File: config.mk
export PLATFORM = sky130hd
export DESIGN_NAME = serial_sum_sipo_flat
export DESIGN_NICKNAME = d
export VERILOG_FILES = /design/src/rtl/serial_sum_sipo_pkg.sv /design/src/rtl/serial_sum_sipo_if.sv /design/src/rtl/sipo_shift_reg.sv /design/src/rtl/serial_sum_sipo.sv /design/src/flat_wrapper.sv
export SDC_FILE = /design/constraint.sdc
export NUM_CORES = 1
export LEC_CHECK = 0
export ABC_CLOCK_PERIOD_IN_PS = 2600
export BUFFER_PORTS_ARGS = -buffer_cell sky130_fd_sc_hd__buf_4
export CAP_MARGIN = 20
export CORE_UTILIZATION = 35
export CTS_CLUSTER_DIAMETER = 80
export DETAILED_ROUTE_END_ITERATION = 8
export PLACE_DENSITY = 0.66
export SYNTH_ARGS = -nofsm -noshare
export SYNTH_HDL_FRONTEND = slang
export SYNTH_SLANG_ARGS = --single-unit
File: constraint.sdc
create_clock -name i_clk -period 2.6 [get_ports i_clk]
set_clock_uncertainty 0.05 [all_clocks]
set_input_delay 0.13 -clock i_clk [delete_from_list [all_inputs] [get_ports i_clk]]
set_output_delay 0.13 -clock i_clk [all_outputs]
set_load 0.01 [all_outputs]
File: src/rtl/serial_sum_sipo_pkg.sv
// serial_sum_sipo_pkg: shared state encoding and default widths for the serial adder datapath
package serial_sum_sipo_pkg;
  localparam int N_DEF = 8;
  localparam int CNT_W_DEF = 4;
  localparam logic [1:0] S_IDLE = 2'd0;
  localparam logic [1:0] S_COLLECT = 2'd1;
  localparam logic [1:0] S_DONE = 2'd2;
  typedef enum logic [1:0] {
    IDLE    = S_IDLE,
    COLLECT = S_COLLECT,
    DONE    = S_DONE
  } state_t;
endpackage

File: src/rtl/serial_sum_sipo_if.sv
// serial_sum_sipo_if: serial bit input and valid/ready result output of the sum collector
interface serial_sum_sipo_if import serial_sum_sipo_pkg::*; #(
  parameter int N = N_DEF
) ();
  logic         start;
  logic         bit_vld;
  logic         sum_bit;
  logic         carry;
  logic         ready;
  logic [N-1:0] sum;
  logic         cout;
  logic         valid;
  logic         busy;
  modport master (output start, bit_vld, sum_bit, carry, ready, input sum, cout, valid, busy);
  modport slave  (input start, bit_vld, sum_bit, carry, ready, output sum, cout, valid, busy);
endinterface

File: src/rtl/sipo_shift_reg.sv
// sipo_shift_reg: N-bit shift-right capture register with clear and enable
module sipo_shift_reg #(
  parameter int N = 8
) (
  input  logic         clk,
  input  logic         rst_n,
  input  logic         clr,
  input  logic         en,
  input  logic         din,
  output logic [N-1:0] q
);
  logic [N-1:0] q_d, q_q;
  // clear wins over shift; new bits enter at the MSB so the first bit ends at bit 0
  always_comb q_d = clr ? '0 : en ? {din, q_q[N-1:1]} : q_q;
  // capture register
  always_ff @(posedge clk or negedge rst_n)
    if (!rst_n) q_q <= '0;
    else q_q <= q_d;
  assign q = q_q;
endmodule

File: src/rtl/serial_sum_sipo.sv
// serial_sum_sipo: collects LSB-first sum bits and final carry into a word with valid/ready output
module serial_sum_sipo import serial_sum_sipo_pkg::*; #(
  parameter int N = N_DEF,
  parameter int CNT_W = CNT_W_DEF
) (
  input  logic           i_clk,
  input  logic           i_rst_n,
  serial_sum_sipo_if.slave bus
);
  state_t             state_d, state_q;
  logic [CNT_W-1:0]   cnt_d, cnt_q;
  logic               cout_d, cout_q;
  logic               clr, en;
  // next state, counter and shift control; a start in DONE only counts with the handshake
  always_comb begin
    state_d = state_q;
    cnt_d = cnt_q;
    cout_d = cout_q;
    clr = 1'b0;
    en = 1'b0;
    case (state_q)
      IDLE: if (bus.start) begin
        state_d = COLLECT;
        cnt_d = '0;
        clr = 1'b1;
      end
      COLLECT: if (bus.start) begin
        cnt_d = '0;
        clr = 1'b1;
      end else if (bus.bit_vld) begin
        en = 1'b1;
        if (cnt_q == CNT_W'(N - 1)) begin
          cout_d = bus.carry;
          state_d = DONE;
        end else cnt_d = cnt_q + 1'b1;
      end
      DONE: if (bus.ready) begin
        state_d = bus.start ? COLLECT : IDLE;
        cnt_d = '0;
        clr = bus.start;
      end
      default: state_d = IDLE;
    endcase
  end
  // state, bit counter and carry registers
  always_ff @(posedge i_clk or negedge i_rst_n)
    if (!i_rst_n) begin
      state_q <= IDLE;
      cnt_q <= '0;
      cout_q <= 1'b0;
    end else begin
      state_q <= state_d;
      cnt_q <= cnt_d;
      cout_q <= cout_d;
    end
  sipo_shift_reg #(.N(N)) u_shreg (
    .clk(i_clk),
    .rst_n(i_rst_n),
    .clr(clr),
    .en(en),
    .din(bus.sum_bit),
    .q(bus.sum)
  );
  assign bus.cout = cout_q;
  assign bus.valid = state_q == DONE;
  assign bus.busy = state_q == COLLECT;
endmodule
File: src/flat_wrapper.sv
// flat-port wrapper written by rule: the top's interface ports become plain ports
module serial_sum_sipo_flat import serial_sum_sipo_pkg::*;
#(
  parameter int N = N_DEF,
  parameter int CNT_W = CNT_W_DEF
)
  (i_clk, i_rst_n, bus_start, bus_bit_vld, bus_sum_bit, bus_carry, bus_ready, bus_sum, bus_cout, bus_valid, bus_busy);
  serial_sum_sipo_if #(.N(N)) bus_i ();
  input  logic i_clk;
  input  logic i_rst_n;
  input wire logic [$bits(bus_i.start)-1:0] bus_start;
  input wire logic [$bits(bus_i.bit_vld)-1:0] bus_bit_vld;
  input wire logic [$bits(bus_i.sum_bit)-1:0] bus_sum_bit;
  input wire logic [$bits(bus_i.carry)-1:0] bus_carry;
  input wire logic [$bits(bus_i.ready)-1:0] bus_ready;
  output wire logic [$bits(bus_i.sum)-1:0] bus_sum;
  output wire logic [$bits(bus_i.cout)-1:0] bus_cout;
  output wire logic [$bits(bus_i.valid)-1:0] bus_valid;
  output wire logic [$bits(bus_i.busy)-1:0] bus_busy;
  assign bus_i.start = bus_start;
  assign bus_i.bit_vld = bus_bit_vld;
  assign bus_i.sum_bit = bus_sum_bit;
  assign bus_i.carry = bus_carry;
  assign bus_i.ready = bus_ready;
  assign bus_sum = bus_i.sum;
  assign bus_cout = bus_i.cout;
  assign bus_valid = bus_i.valid;
  assign bus_busy = bus_i.busy;
  serial_sum_sipo #(.N(N), .CNT_W(CNT_W)) u_core (.i_clk(i_clk), .i_rst_n(i_rst_n), .bus(bus_i));
endmodule
Word level (Yosys, flattened, before mapping)
Index checks and enable logic that the tools add are counted.

operators by class
  $add $sub $neg = 1
  $mul = 0
  div/mod/pow operators = 0
  magnitude comparators = 0
  eq/ne operators = 10
  shift operators = 0
  mux-type cells = 21
  bitwise logic cells = 1
  reductions and logical operators = 7

operators by type and width
  operator               number
  $mux W4                5
  $mux W8                2
  $pmux W4 S3            1
  $mux W2                5
  $reduce_and A5 Y1      2
  $ne A2 B2 Y1 const B   4
  $mux W1                6
  $ne A3 B3 Y1 const B   2
  $pmux W2 S3            1
  $add A4 B1 Y4 const B  1
  $eq A4 B3 Y1 const B   1
  $reduce_and A4 Y1      1
  $reduce_bool A3 Y1     1
  $eq A2 B1 Y1 const B   1
  $eq A2 B2 Y1 const B   1
  $logic_not A2 Y1       1
  $ne A2 B1 Y1 const B   1
  $pmux W1 S2            1
  $reduce_bool A2 Y1     1
  $reduce_or A2 Y1       1
  $not A1 Y1             1

word-level totals
  flip-flop bits (word level) = 15
  latch bits = 0
  RAM bits = 0
  memory bits (read-only) = 0
  output and inout port bits = 11
  memories kept = 0

Longest topological paths before layout
  word-level depth = 5
  mapped depth = 4
  gate-level depth less buffers = 4

Modules after synthesis
From an unflattened synthesis, not the netlist that was laid out.

unflattened totals
  cells, all modules = 66
  area total of the unflattened synthesis = 728.2 um^2

modules (own cells, without submodules)
  module           instances  cells an instance  area each (um^2)
  serial_sum_sipo  1          40                 402.9
  sipo_shift_reg   1          26                 325.3

Worst setup path after synthesis
OpenSTA, ideal clock, no wires.

  path type = register to register
  start point = register u_core.cnt_q[0]
  end point = register u_core.cnt_q[1]
  library setup time = 0.069 ns
  data arrival time = 1.437 ns
  required time = 2.481 ns
  path slack = 1.044 ns
  stages on the path, launching flop included = 5
  path buffers = 0
  path through = dfrtp_1 ha_1 and3b_2 or4b_1 nand3_1

on the way
  cells in the longest elaborated chain, start to end = 5
  elaborated cells between the ends (all ways) = 8
  classes of those cells = 1 x add/sub; 2 x eq/ne; 4 x mux; 1 x reduce/logical

RTL lines
  what                    RTL line               text
  from (decl)             serial_sum_sipo.sv:11  logic [CNT_W-1:0] cnt_d, cnt_q;
  from (signal assigned)  serial_sum_sipo.sv:53  cnt_q <= cnt_d;
  $add A4 B1 Y4           serial_sum_sipo.sv:35  end else cnt_d = cnt_q + 1'b1;
  $mux W4                 serial_sum_sipo.sv:32  if (cnt_q == CNT_W'(N - 1)) begin
  $mux W4                 serial_sum_sipo.sv:30  end else if (bus.bit_vld) begin
  $mux W4                 serial_sum_sipo.sv:27  COLLECT: if (bus.start) begin
  $pmux W4 S3             serial_sum_sipo.sv:21  case (state_q)

Parallel ways exist; a longest one is shown, timed or not. The select of a mux whose other input is x is not followed.
A chain may end at the register's enable or synchronous reset.

Final worst setup path
  start point = register u_core.state_q[1]
  end point = register u_core.cout_q, in the netlist u_core.bus.cout

on the way
  cells in the longest elaborated chain, start to end = 2

RTL lines
  what                         RTL line               text
  from (decl)                  serial_sum_sipo.sv:10  state_t state_d, state_q;
  from (signal assigned)       serial_sum_sipo.sv:52  state_q <= state_d;
  $eq A2 B1 Y1                 serial_sum_sipo.sv:21
  $reduce_and A4 Y1 (no line)  n/a
  to (signal assigned)         serial_sum_sipo.sv:54  cout_q <= cout_d;
  to (decl)                    serial_sum_sipo.sv:12  logic cout_d, cout_q;

No other way between the ends.

==> results.tsv <==
stage	metric	value	unit
global_route	initial antenna violation count	0	
routing	DR vias/cell	5.03	
sta	max-slew violation count	0	
sta	fmax	576	MHz
power	Peak VDD IR	188	uV
logic_synthesis	largest family of logic cells by synthesized area	simple AND/OR/NAND/NOR gates	
global_route	largest net degree at the start of global routing	16	
finish	n_diodes	0	
logic_synthesis	synthesized flop and latch total	15	
routing	uppermost layer routed	met4	
sta	worst slew pin tran	0.427	ns
routing	drt pass-1 iters	4	
global_route	GR Util All Layers	0.139	
logic_synthesis	register area share after synthesis	0.489	
outcome	status	finished clean	
cts	Clock Sinks	15	
logic_synthesis	Synth Area in Simple Gates	0.272	
sta	Slew HR	0.715	
sta	Tcrit/Tclk final	0.667	
sta	hold_ws	0.0158	ns
place	DP Worst Slack	0.878	ns
logic_synthesis	Compound-Gate Fraction of Synth Area	0.168	
routing	Initial DRC Count	4	
logic_synthesis	Synth Instances	75	
routing	M1 WL	698	um
logic_synthesis	Synth Area in XOR/XNOR	0	
critical_path	Critical Path RT	2.72	ns
cts	Max clock buf depth	2	
logic_synthesis	synthesized cell area	767	um2
finish	layout cell share with drive strength beyond 1	0.277	
logic_synthesis	top cell type's share of synthesized area	0.489	
sta	PnR worst setup slack	0.865	ns
critical_path	Worst EP arrival	1.86	ns
logic_synthesis	adder-cell share of the synthesized area	0.0163	
routing	WL met3	38	um
power	leakage	0.000468	uW
logic_synthesis	Mapped Nets	83	
finish	final instance area	943	um2
finish	most common cell after layout, fill and taps aside	nand2_1	
finish	Layout area overhead	23.0	%
critical_path	worst-path fanout max	12	
die	Initial Utilization	0.383	
die	die extent in y	48.8	um
routing	Met2 Wirelength	707	um
global_route	GR Overflow Total	0	
die	Die ar.	0.00238	mm2
cts	H-tree levels	1	
die	Ports	18	
sta	final setup violation count	0	
min_path	worst min-delay path class	primary input to register	
place	# port buffers	17	
die	core area	0.00200	mm2
critical_path	Setup CP Type	register to register	
cts	CTS tree	done	
die	Chip Width	48.8	um
routing	DR WL/cell	12.1	um
finish	Final Net Count	103	
critical_path	CP endpoint kind	register	
global_route	first-pass GRT wire length	2530	um
sta	final period demand of the worst path	1.73	ns
logic_synthesis	synth unique cells	29	
logic_synthesis	YS warnings	0	
sta	setup_tns	0	ns
logic_synthesis	multiplexer share of the synthesized area	0.0147	
finish	Fillers	208	
global_route	vias in the first global route	542	
routing	Final ANT Viol Nets	0	
place	Placed Area	906	um2
routing	via count	609	
cts	root buffer cell	clkbuf_4	
routing	Remaining DRCs	0	
flow_run	MaxCap Viol Count	0	
cts	Inserted Clock Buffers	3	
critical_path	startpoint types	register	
finish	most frequent cells in the layout	nand2_1 (18), buf_4 (17), dfrtp_1 (15)	
logic_synthesis	Syn Area/Cell	10.2	um2
logic_synthesis	cell taking the most area after synthesis	dfrtp_1	
sta	RSZ-0062 raised after global routing	false	
routing	total routed wirelength	1460	um
power	Cell Pwr Density	438	mW/mm2
logic_synthesis	Synth area leaders	dfrtp_1 (49%), nand2_1 (8.8%), a21oi_1 (5.2%)	
sta	Hold Fails Final Rpt	0	
die	Cell Rows	16	
place	HPWL Detailed	1010	um
cts	worst skew pair latency	0.28	ns
place	GP Congestion	0.745	
cts	clock slew at reported path FFs	0.09	ns
worst paths after layout:
path                                         from                   to  slack, ns  depth (start not counted)
max in group asynchronous                 i_rst_n      u_core.cnt_q[3]       2.14                          2
worst min register to register    u_core.bus.cout      u_core.bus.cout       0.46                          1
worst max-delay path            u_core.state_q[1]      u_core.bus.cout       0.87                          3
min in group asynchronous                 i_rst_n  u_core.u_shreg.q[7]       0.19                          2
worst max register to register  u_core.state_q[1]      u_core.bus.cout       0.87                          3
worst min-delay path                    bus_carry      u_core.bus.cout       0.02                          2
synthesized netlist by cell type:
master	instances
o2111ai_1	2
a31oi_1	1
o21ai_0	1
buf_1	1
a21o_1	2
ha_1	1
and3b_2	1
a21oi_1	8
or4_1	1
and3_2	1
o211a_1	1
nor3_1	1
nand4bb_1	1
dfrtp_1	15
nor2b_1	1
mux2_1	1
a21oi_2	1
or4b_1	1
nand3b_4	2
a211oi_1	1
a221o_1	1
buf_4	1
nand2_1	18
nand2b_1	1
and4bb_1	1
nand3_1	5
buf_6	1
inv_1	2
a22o_1	1
critical path, cell delays in order, from the launching register on:
cell,delay (ns)
dfrtp_1,0.54
and4bb_1,0.57
nand2_1,0.13
mux2_1,0.33
sequential cells by signal, indices dropped and copies added (netlist names):
name / cells
u_core.bus.cout: 1
u_core.cnt_q: 4
u_core.state_q: 2
u_core.u_shreg.q: 8
metrics by stage:
step	std cells	power (uW)	utilization
final	121	414	0.471
after global routing	121	436	0.471
after CTS	121	420	0.471
after detailed placement	116	283	0.453
after global placement	116	283	0.453
after floorplan	75	263	-
per-layer routing:
metal	up-vias	track usage
li1	309	-
met1	289	0.194
met2	9	0.208
met3	2	0.00935
met4	0	0.0882
met5	-	0
power breakdown:
part	leakage (uW)	switching, uW	internal [uW]
Combinational	0.000248	21.2	16.7
Clock	0.0000177	77.6	57.0
Sequential	0.000203	4.32	237
final cells by class:
cell class / count / area (um2) / area share
Timing Repair Buffer: 18 / 138 / 0.146
Clock inverter: 1 / 5.00 / 0.00531
Tap cell: 27 / 33.8 / 0.0358
Multi-Input combinational cell: 55 / 362 / 0.383
Sequential cell: 15 / 375 / 0.398
Clock buffer: 3 / 22.5 / 0.0239
Inverter: 2 / 7.51 / 0.00796
timing repair:
action | in CTS | in global routing
hold endpoints to repair | 15 | 0
buffers inserted | 0 | 0
hold buffers | 1 | 0
gates resized for setup | 0 | 0
cell families (layout without fill, tap and decap cells):
logic type / Yosys count / count (layout)
and+or+nand+nor: 34 / 34
AOI/OAI and AO/OA: 19 / 19
DFF: 15 / 15
buffers and inverters: 5 / 24
adders and majority gates: 1 / 1
muxes: 1 / 1
Power figures use the tool's default switching activity.
